## src/rtl/merge_stream.sv

```systemverilog
// merge_stream: packet-aware 4:1 AXI-Stream merge with a single-entry registered output stage.
// Optional macro MERGE_STREAM_SRC_TAG_EN adds o_tuser carrying the source index of each beat.
module merge_stream #(
    parameter int unsigned WIDTH       = 16,
    parameter logic [3:0]  ACTIVE_MASK = 4'b1111,
    parameter int unsigned PRIO        = 0
) (
    input  logic             clk,
    input  logic             reset,
    input  logic             clear,
    input  logic [WIDTH-1:0] i0_tdata,
    input  logic [WIDTH-1:0] i1_tdata,
    input  logic [WIDTH-1:0] i2_tdata,
    input  logic [WIDTH-1:0] i3_tdata,
    input  logic             i0_tlast,
    input  logic             i1_tlast,
    input  logic             i2_tlast,
    input  logic             i3_tlast,
    input  logic             i0_tvalid,
    input  logic             i1_tvalid,
    input  logic             i2_tvalid,
    input  logic             i3_tvalid,
    output logic             i0_tready,
    output logic             i1_tready,
    output logic             i2_tready,
    output logic             i3_tready,
    output logic [WIDTH-1:0] o_tdata,
    output logic             o_tlast,
    output logic             o_tvalid,
`ifdef MERGE_STREAM_SRC_TAG_EN
    output logic [1:0]       o_tuser,
`endif
    input  logic             o_tready
);

    localparam int unsigned N_IN = 4;
    localparam int unsigned GW   = 2;

    typedef enum logic {
        IDLE = 1'b0,
        PKT  = 1'b1
    } state_t;

    state_t            state;
    logic [GW-1:0]     grant;
    logic [GW-1:0]     last_grant;

    logic [WIDTH-1:0]  in_data [N_IN];
    logic [N_IN-1:0]   in_last;
    logic [N_IN-1:0]   in_valid;
    logic [N_IN-1:0]   cand;
    logic [N_IN-1:0]   ready_vec;

    logic              soft_rst;
    logic              rdy;
    logic              accept;
    logic [WIDTH-1:0]  sel_data;
    logic              sel_last;
    logic              sel_valid;
    logic              arb_hit;
    logic [GW-1:0]     arb_idx;
    logic [GW-1:0]     probe;

    // Gather the four streams into indexable vectors.
    assign in_data[0] = i0_tdata;
    assign in_data[1] = i1_tdata;
    assign in_data[2] = i2_tdata;
    assign in_data[3] = i3_tdata;
    assign in_last    = {i3_tlast,  i2_tlast,  i1_tlast,  i0_tlast};
    assign in_valid   = {i3_tvalid, i2_tvalid, i1_tvalid, i0_tvalid};

    assign soft_rst  = ~reset | clear;
    assign rdy       = ~o_tvalid | o_tready;
    assign cand      = in_valid & ACTIVE_MASK;

    assign sel_data  = in_data[grant];
    assign sel_last  = in_last[grant];
    assign sel_valid = in_valid[grant];

    // Arbiter: scan from last_grant+1 for round-robin, from index 0 for fixed priority.
    always_comb begin
        arb_hit = 1'b0;
        arb_idx = '0;
        probe   = '0;
        for (int k = 0; k < int'(N_IN); k++) begin
            probe = (PRIO != 0) ? GW'(k) : last_grant + GW'(k + 1);
            if (!arb_hit && cand[probe]) begin
                arb_hit = 1'b1;
                arb_idx = probe;
            end
        end
    end

    // Only the granted input sees ready, and only while the output register can take a beat.
    always_comb begin
        ready_vec = '0;
        if (state == PKT && !soft_rst) begin
            ready_vec[grant] = rdy & ACTIVE_MASK[grant];
        end
    end

    assign accept    = ready_vec[grant] & sel_valid;
    assign i0_tready = ready_vec[0];
    assign i1_tready = ready_vec[1];
    assign i2_tready = ready_vec[2];
    assign i3_tready = ready_vec[3];

    // Grant FSM and output register.
    always_ff @(posedge clk) begin
        if (soft_rst) begin
            state      <= IDLE;
            grant      <= '0;
            last_grant <= GW'(3);
            o_tvalid   <= 1'b0;
            o_tdata    <= '0;
            o_tlast    <= 1'b0;
`ifdef MERGE_STREAM_SRC_TAG_EN
            o_tuser    <= '0;
`endif
        end else begin
            if (accept) begin
                o_tvalid <= 1'b1;
                o_tdata  <= sel_data;
                o_tlast  <= sel_last;
`ifdef MERGE_STREAM_SRC_TAG_EN
                o_tuser  <= grant;
`endif
            end else if (o_tready) begin
                o_tvalid <= 1'b0;
            end

            case (state)
                IDLE: begin
                    if (arb_hit) begin
                        grant <= arb_idx;
                        state <= PKT;
                    end
                end
                PKT: begin
                    // Grant is held through stalls until the tlast beat is taken.
                    if (accept && sel_last) begin
                        last_grant <= grant;
                        state      <= IDLE;
                    end
                end
                default: state <= IDLE;
            endcase
        end
    end

endmodule
```

## config.mk

```make
export PLATFORM = sky130hd
export DESIGN_NAME = merge_stream
export DESIGN_NICKNAME = d
export VERILOG_FILES = /design/src/rtl/merge_stream.sv
export SDC_FILE = /design/constraint.sdc
export NUM_CORES = 1
export LEC_CHECK = 0
export CAP_MARGIN = 20
export CORE_ASPECT_RATIO = 0.9
export CORE_MARGIN = 2
export CORE_UTILIZATION = 38
export CTS_CLUSTER_SIZE = 28
export DETAILED_ROUTE_END_ITERATION = 8
export PLACE_DENSITY = 0.84
export SLEW_MARGIN = 15
export SYNTH_ARGS = -nofsm -noshare
export SYNTH_HDL_FRONTEND = slang
export SYNTH_SLANG_ARGS = --single-unit
```

## constraint.sdc

```tcl
create_clock -name clk -period 3.7 [get_ports clk]
set_clock_uncertainty 0.2 [all_clocks]
set_input_delay 1.11 -clock clk [delete_from_list [all_inputs] [get_ports clk]]
set_output_delay 1.11 -clock clk [all_outputs]
set_load 0.02 [all_outputs]
```

==> After elaboration in Yosys (flattened, before gate mapping) <==
Index checks and enable logic that the tools add are counted.
{ "word_totals": {"register_bits": 23, "out_inout_bits": 22, "wordCells": 73, "in_bits": 76} }
{ "classes": {"addsub": 3, "reduce_logical": 13, "magnitude_cmp": 7, "n_mux": 35, "bitwise_logic": 9} }
{ "ops": {"columns": ["op", "count"], "rows": [
  ["$bmux W16 S2", 1],
  ["$mux W16", 2],
  ["$mux W1", 17],
  ["$bmux W1 S2", 8],
  ["$lt A2 B3 Y1 const B", 5],
  ["$mux W2", 4],
  ["$logic_and A1 B1 Y1", 6],
  ["$add A2 B2 Y2 const B", 2],
  ["$and A4 B4 Y4", 1],
  ["$logic_not A1 Y1", 4],
  ["$mux W4", 1],
  ["$reduce_and A2 Y1", 2],
  ["$ge A3 B3 Y1 const B", 1],
  ["$not A1 Y1", 3],
  ["$not A2 Y3", 1],
  ["$add A2 B1 Y2 const B", 1],
  ["$and A1 B1 Y1", 2],
  ["$demux W1 S2", 1],
  ["$ge A2 B1 Y1 const B", 1],
  ["$or A1 B1 Y1", 2],
  ["$pmux W1 S2", 1],
  ["$reduce_bool A2 Y1", 1]
]} }

==> Longest topological paths before layout <==
Gate-level depths: netlist of run 1.
{ "depth": {"depth_word": 15, "depth_mapped": 7} }

==> Worst setup path after synthesis of run 1 <==
No wires, ideal clock.
{ "synth_path": {"path_type": "input to output", "startpoint": "input port reset", "endpoint": "output port i2_tready", "slack_ps": 97, "arrival_time_ps": 2293, "t_required_ps": 2390, "stages": 4, "path_buffers": 1, "cell_sequence": "nor2b_1 clkbuf_1 nand3_1 nor3b_1"} }
{ "synth_via": {"elab_chain_cells": 5} }
{ "synth_lines": {"columns": ["element", "line_no", "source"], "rows": [
  ["start: declaration", "9", "input logic reset,"],
  ["$not A1 Y1", "72", "assign soft_rst = ~reset | clear;"],
  ["$or A1 B1 Y1", "72", null],
  ["$logic_not A1 Y1", "97", "if (state == PKT && !soft_rst) begin"],
  ["$logic_and A1 B1 Y1", "97", null],
  ["$mux W4", "97", null],
  ["end: declaration", "25", "output logic i2_tready,"]
]} }
Every way passes these cells.

==> Worst setup path after layout of run 1 <==
{ "layout_path": {"startpoint": "input port reset", "endpoint": "output port i1_tready"} }
{ "layout_via": {"elab_chain_cells": 5} }
{ "layout_lines": {"columns": ["element", "line_no", "source"], "rows": [
  ["$not A1 Y1", "72", null],
  ["$or A1 B1 Y1", "72", null],
  ["$logic_not A1 Y1", "97", null],
  ["$logic_and A1 B1 Y1", "97", null],
  ["$mux W4", "97", null],
  ["end: declaration", "24", "output logic i1_tready,"]
]} }
Every way passes these cells.

==> impl_metrics.yaml, run 1 <==
floorplanning:
  core_area_mm2: 0.00345
  start_util: 0.406
  rows: 20
  die_area_mm2: 0.00419
  die_h_um: 61.6
  dieWidth_um: 68.0
  ios: 98
clock_network:
  cts_root_buf: "clkbuf_8"
  clockBufferDepth: 2
  cts_buffers: 3
  clock_latency_ps: 260
  clk_pin_slew_ps: 80
  cts_max_level: 1
  clock-sinks: 23
  cts_tree: "yes"
  cts_hold_buf: 0
timing:
  layout_min_cycle_time_ps: 3560
  maxSlewViolCount: 0
  hold-worst-slack_ps: 255
  setup_violations: 0
  relSlewSlack: 0.518
  rsz0062_at_grt: "false"
  finalHoldViolCount: 0
  worst_slew_pin_slew_ps: 721
  min_period_over_period: 0.963
  fmax_ghz: 0.281
  fin_setup_tns_ps: 0
synth:
  synth-seq-area-share: 0.329
  synth_cell_types: 25
  synth_warnings: 0
  netlist_area_mm2: 0.00140
  yosysMostFrequentCell: "nand2_1"
  synth_area_leaders: "dfxtp_1 33%, mux4_2 29%, nand2_1 9.9%, nand3_1 6.8%, a21oi_1 2.1%"
  synth.top_cell.area_share: 0.329
  yosys-top-cells-count: "37 x nand2_1, 23 x dfxtp_1, 19 x nand3_1"
  synth.avg_cell_area_um2: 9.66
  synth-edff-count: 0
  synth_nets: 221
  async_flop_share: 0
  yosysTopAreaCell: "dfxtp_1"
  yosys_register_bits: 23
  yosys_most_used_dff: "dfxtp_1"
  synthCells: 145
placement:
  dpl-instance-area_mm2: 0.00240
  dp_hpwl_um: 3080
  globalplace.congestion: 0.917
  io_buffers: 97
grt:
  grt_pass1_wl_um: 6120
  gr-total-overflow: 0
  grt_pass1_vias: 1405
  grt_usage: 0.195
  antenna_found_initial: 0
  grt_max_degree: 22
min_path:
  min_path_type: "flop to flop"
  hp-start: "o_tdata[3]$_SDFFE_PP0P_"
layout:
  synthToLayoutAreaGrowth_pct: 73.4
  nFillCells: 279
  layout.nets: 316
  regArea_um2: 460
  layout-drive-gt1-share: 0.151
  final_util: 0.704
  multiInputGateArea_um2: 876
  diodes: 0
  final_area_mm2: 0.00243
critical_path:
  reg2reg_from: "grant[0]$_SDFFE_PP0P_"
  slowest_delay_ps: 470
  critical-path-slowest-cell: "clkdlybuf4s50_1"
  arrival_ps: 2250
  cp.buffers_inverters: 2
  path_cells: "clkdlybuf4s50_1 > nor2b_2 > nand3_2 > nor3b_1 > buf_2"
  path_delay_family: "buffers and inverters"
  cp.required_ps: 2390
  crit_fanout: 4
  r2r-end: "o_tdata[1]$_SDFFE_PP0P_"
  crit_path_start_kind: "input pin"
  endpoint: "i1_tready"
  r2r_slack_ps: 1330
  r2r_cells: 5
  crit_cells: 5
  worst-setup-path-type: "input pin to output pin"
  cp-startpoint: "reset"
  worst_setup_path_end_kind: "output pin"
power_and_ir_drop:
  peakVddDrop_v: 0.000209
  p_leak_nw: 0.942
  p_per_area_mw_per_mm2: 232
route:
  wirelength_um: 3920
  vias_per_cell: 5.21
  wl_per_cell_um: 13.9
  postRouteAntennaNets: 0
  vias: 1474
  drtIter0Drc: 66
  dr.pass1.iters: 4
  drc: 0
job:
  drv_cap: 0
run_status:
  status: "completed"
==> timing repair <==
action / 4_1_cts / 5_1_grt
buffers inserted: 0 / 0
resized for setup: 12 / 7
pin swaps: 0 / 0
endpoints found under the hold margin: 0 / 0
setup endpoints to repair: 4 / 4
==> cell usage in the layout, fill, tap and decap left out <==
cell,instances
a311o_1,1
a21oi_1,6
nand2_1,37
and4_4,1
nor4_1,1
clkbuf_8,3
a211o_1,1
nor2b_2,1
o21a_1,1
nor3b_1,3
a31oi_1,1
dfxtp_1,23
and3_1,2
nand3_1,18
inv_1,3
a221oi_2,1
buf_4,4
mux4_2,18
nand2b_1,4
nand4_1,1
nor2b_1,1
clkdlybuf4s50_1,93
clkbuf_2,1
clkinv_2,1
o21ai_0,3
nor2_1,2
nor3_1,2
mux2_2,2
nand3_2,1
buf_2,3
==> worst min path at each step <==
stage	end	slack, ps	cells after the start
detailed placement	o_tdata[3]$_SDFFE_PP0P_	240	2
finish	o_tdata[3]$_SDFFE_PP0P_	260	2
global placement	o_tdata[12]$_SDFFE_PP0P_	240	2
global route	o_tdata[0]$_SDFFE_PP0P_	270	2
floorplan	o_tvalid$_SDFFE_PP0P_	300	2
CTS	o_tdata[3]$_SDFFE_PP0P_	260	2
==> routing by layer <==
layer / track usage / share of wire / up-vias
met5: 0 / 0 / -
met2: 0.355 / 0.48 / 76
li1: - / - / 719
met1: 0.220 / 0.40 / 675
met4: 0.0543 / 0.0099 / 0
met3: 0.0622 / 0.11 / 4
==> metrics by stage <==
stage | worst slack [ps] | instances | power, mW
final | 137 | 283 | 0.563
after global routing | 59.6 | 283 | 0.594
after CTS | 7.27 | 283 | 0.571
after detailed placement | -323 | 279 | 0.419
after global placement | -328 | 279 | 0.416
after floorplan | 97.1 | 145 | 0.322
==> cell type report <==
type                    count  area share
clock buffers               3      0.0170
clock inverters             1     0.00206
inverters                   3     0.00463
multi-input cells         108       0.360
flip-flops and latches     23       0.189
well taps                  44      0.0227
repair buffers            101       0.404
==> power by group <==
part	leakage (nW)	switching, mW	internal, mW
logic	0.731	0.0464	0.109
clock network	0.0255	0.0759	0.0750
registers	0.186	0.00373	0.252
total	0.942	0.126	0.437
==> cell families (layout without fill, tap and decap cells) <==
kind of cell,count (synthesis),after routing,share of synthesized area
simple gates,74,74,0.248
flops,23,23,0.329
mux,20,20,0.305
compound gates,14,14,0.0661
buf+inv,14,108,0.0518
==> worst reg2reg max path, delay by kind of cell (launching register included) <==
family / cells / cell delay, ps
muxes: 1 / 310
buffers and inverters: 1 / 370
DFF: 1 / 390
and+or+nand+nor: 3 / 990
==> sequential cells by signal, summed over array words and instances, names as in the netlist <==
signal / flops
grant: 2
last_grant: 2
o_tdata: 16
o_tvalid: 1
state: 1
o_tlast: 1
No activity file was read; power rests on OpenSTA's default activity.
==> inputs of run 2 (changes only) <==
--- a/config.mk
+++ b/config.mk
@@ -9,7 +9,7 @@
 export CORE_ASPECT_RATIO = 0.9
 export CORE_MARGIN = 2
 export CORE_UTILIZATION = 38
-export CTS_CLUSTER_SIZE = 28
+export CTS_CLUSTER_SIZE = 8
 export DETAILED_ROUTE_END_ITERATION = 8
 export PLACE_DENSITY = 0.84
 export SLEW_MARGIN = 15
==> results of run 2 <==
Final layout, timing and power as in run 1 (identical DEF).
==> inputs of run 3 (changes only) <==
--- a/config.mk
+++ b/config.mk
@@ -9,7 +9,6 @@
 export CORE_ASPECT_RATIO = 0.9
 export CORE_MARGIN = 2
 export CORE_UTILIZATION = 38
-export CTS_CLUSTER_SIZE = 8
 export DETAILED_ROUTE_END_ITERATION = 8
 export PLACE_DENSITY = 0.84
 export SLEW_MARGIN = 15
==> results of run 3 <==
Final layout, timing and power as in run 1 (identical DEF).
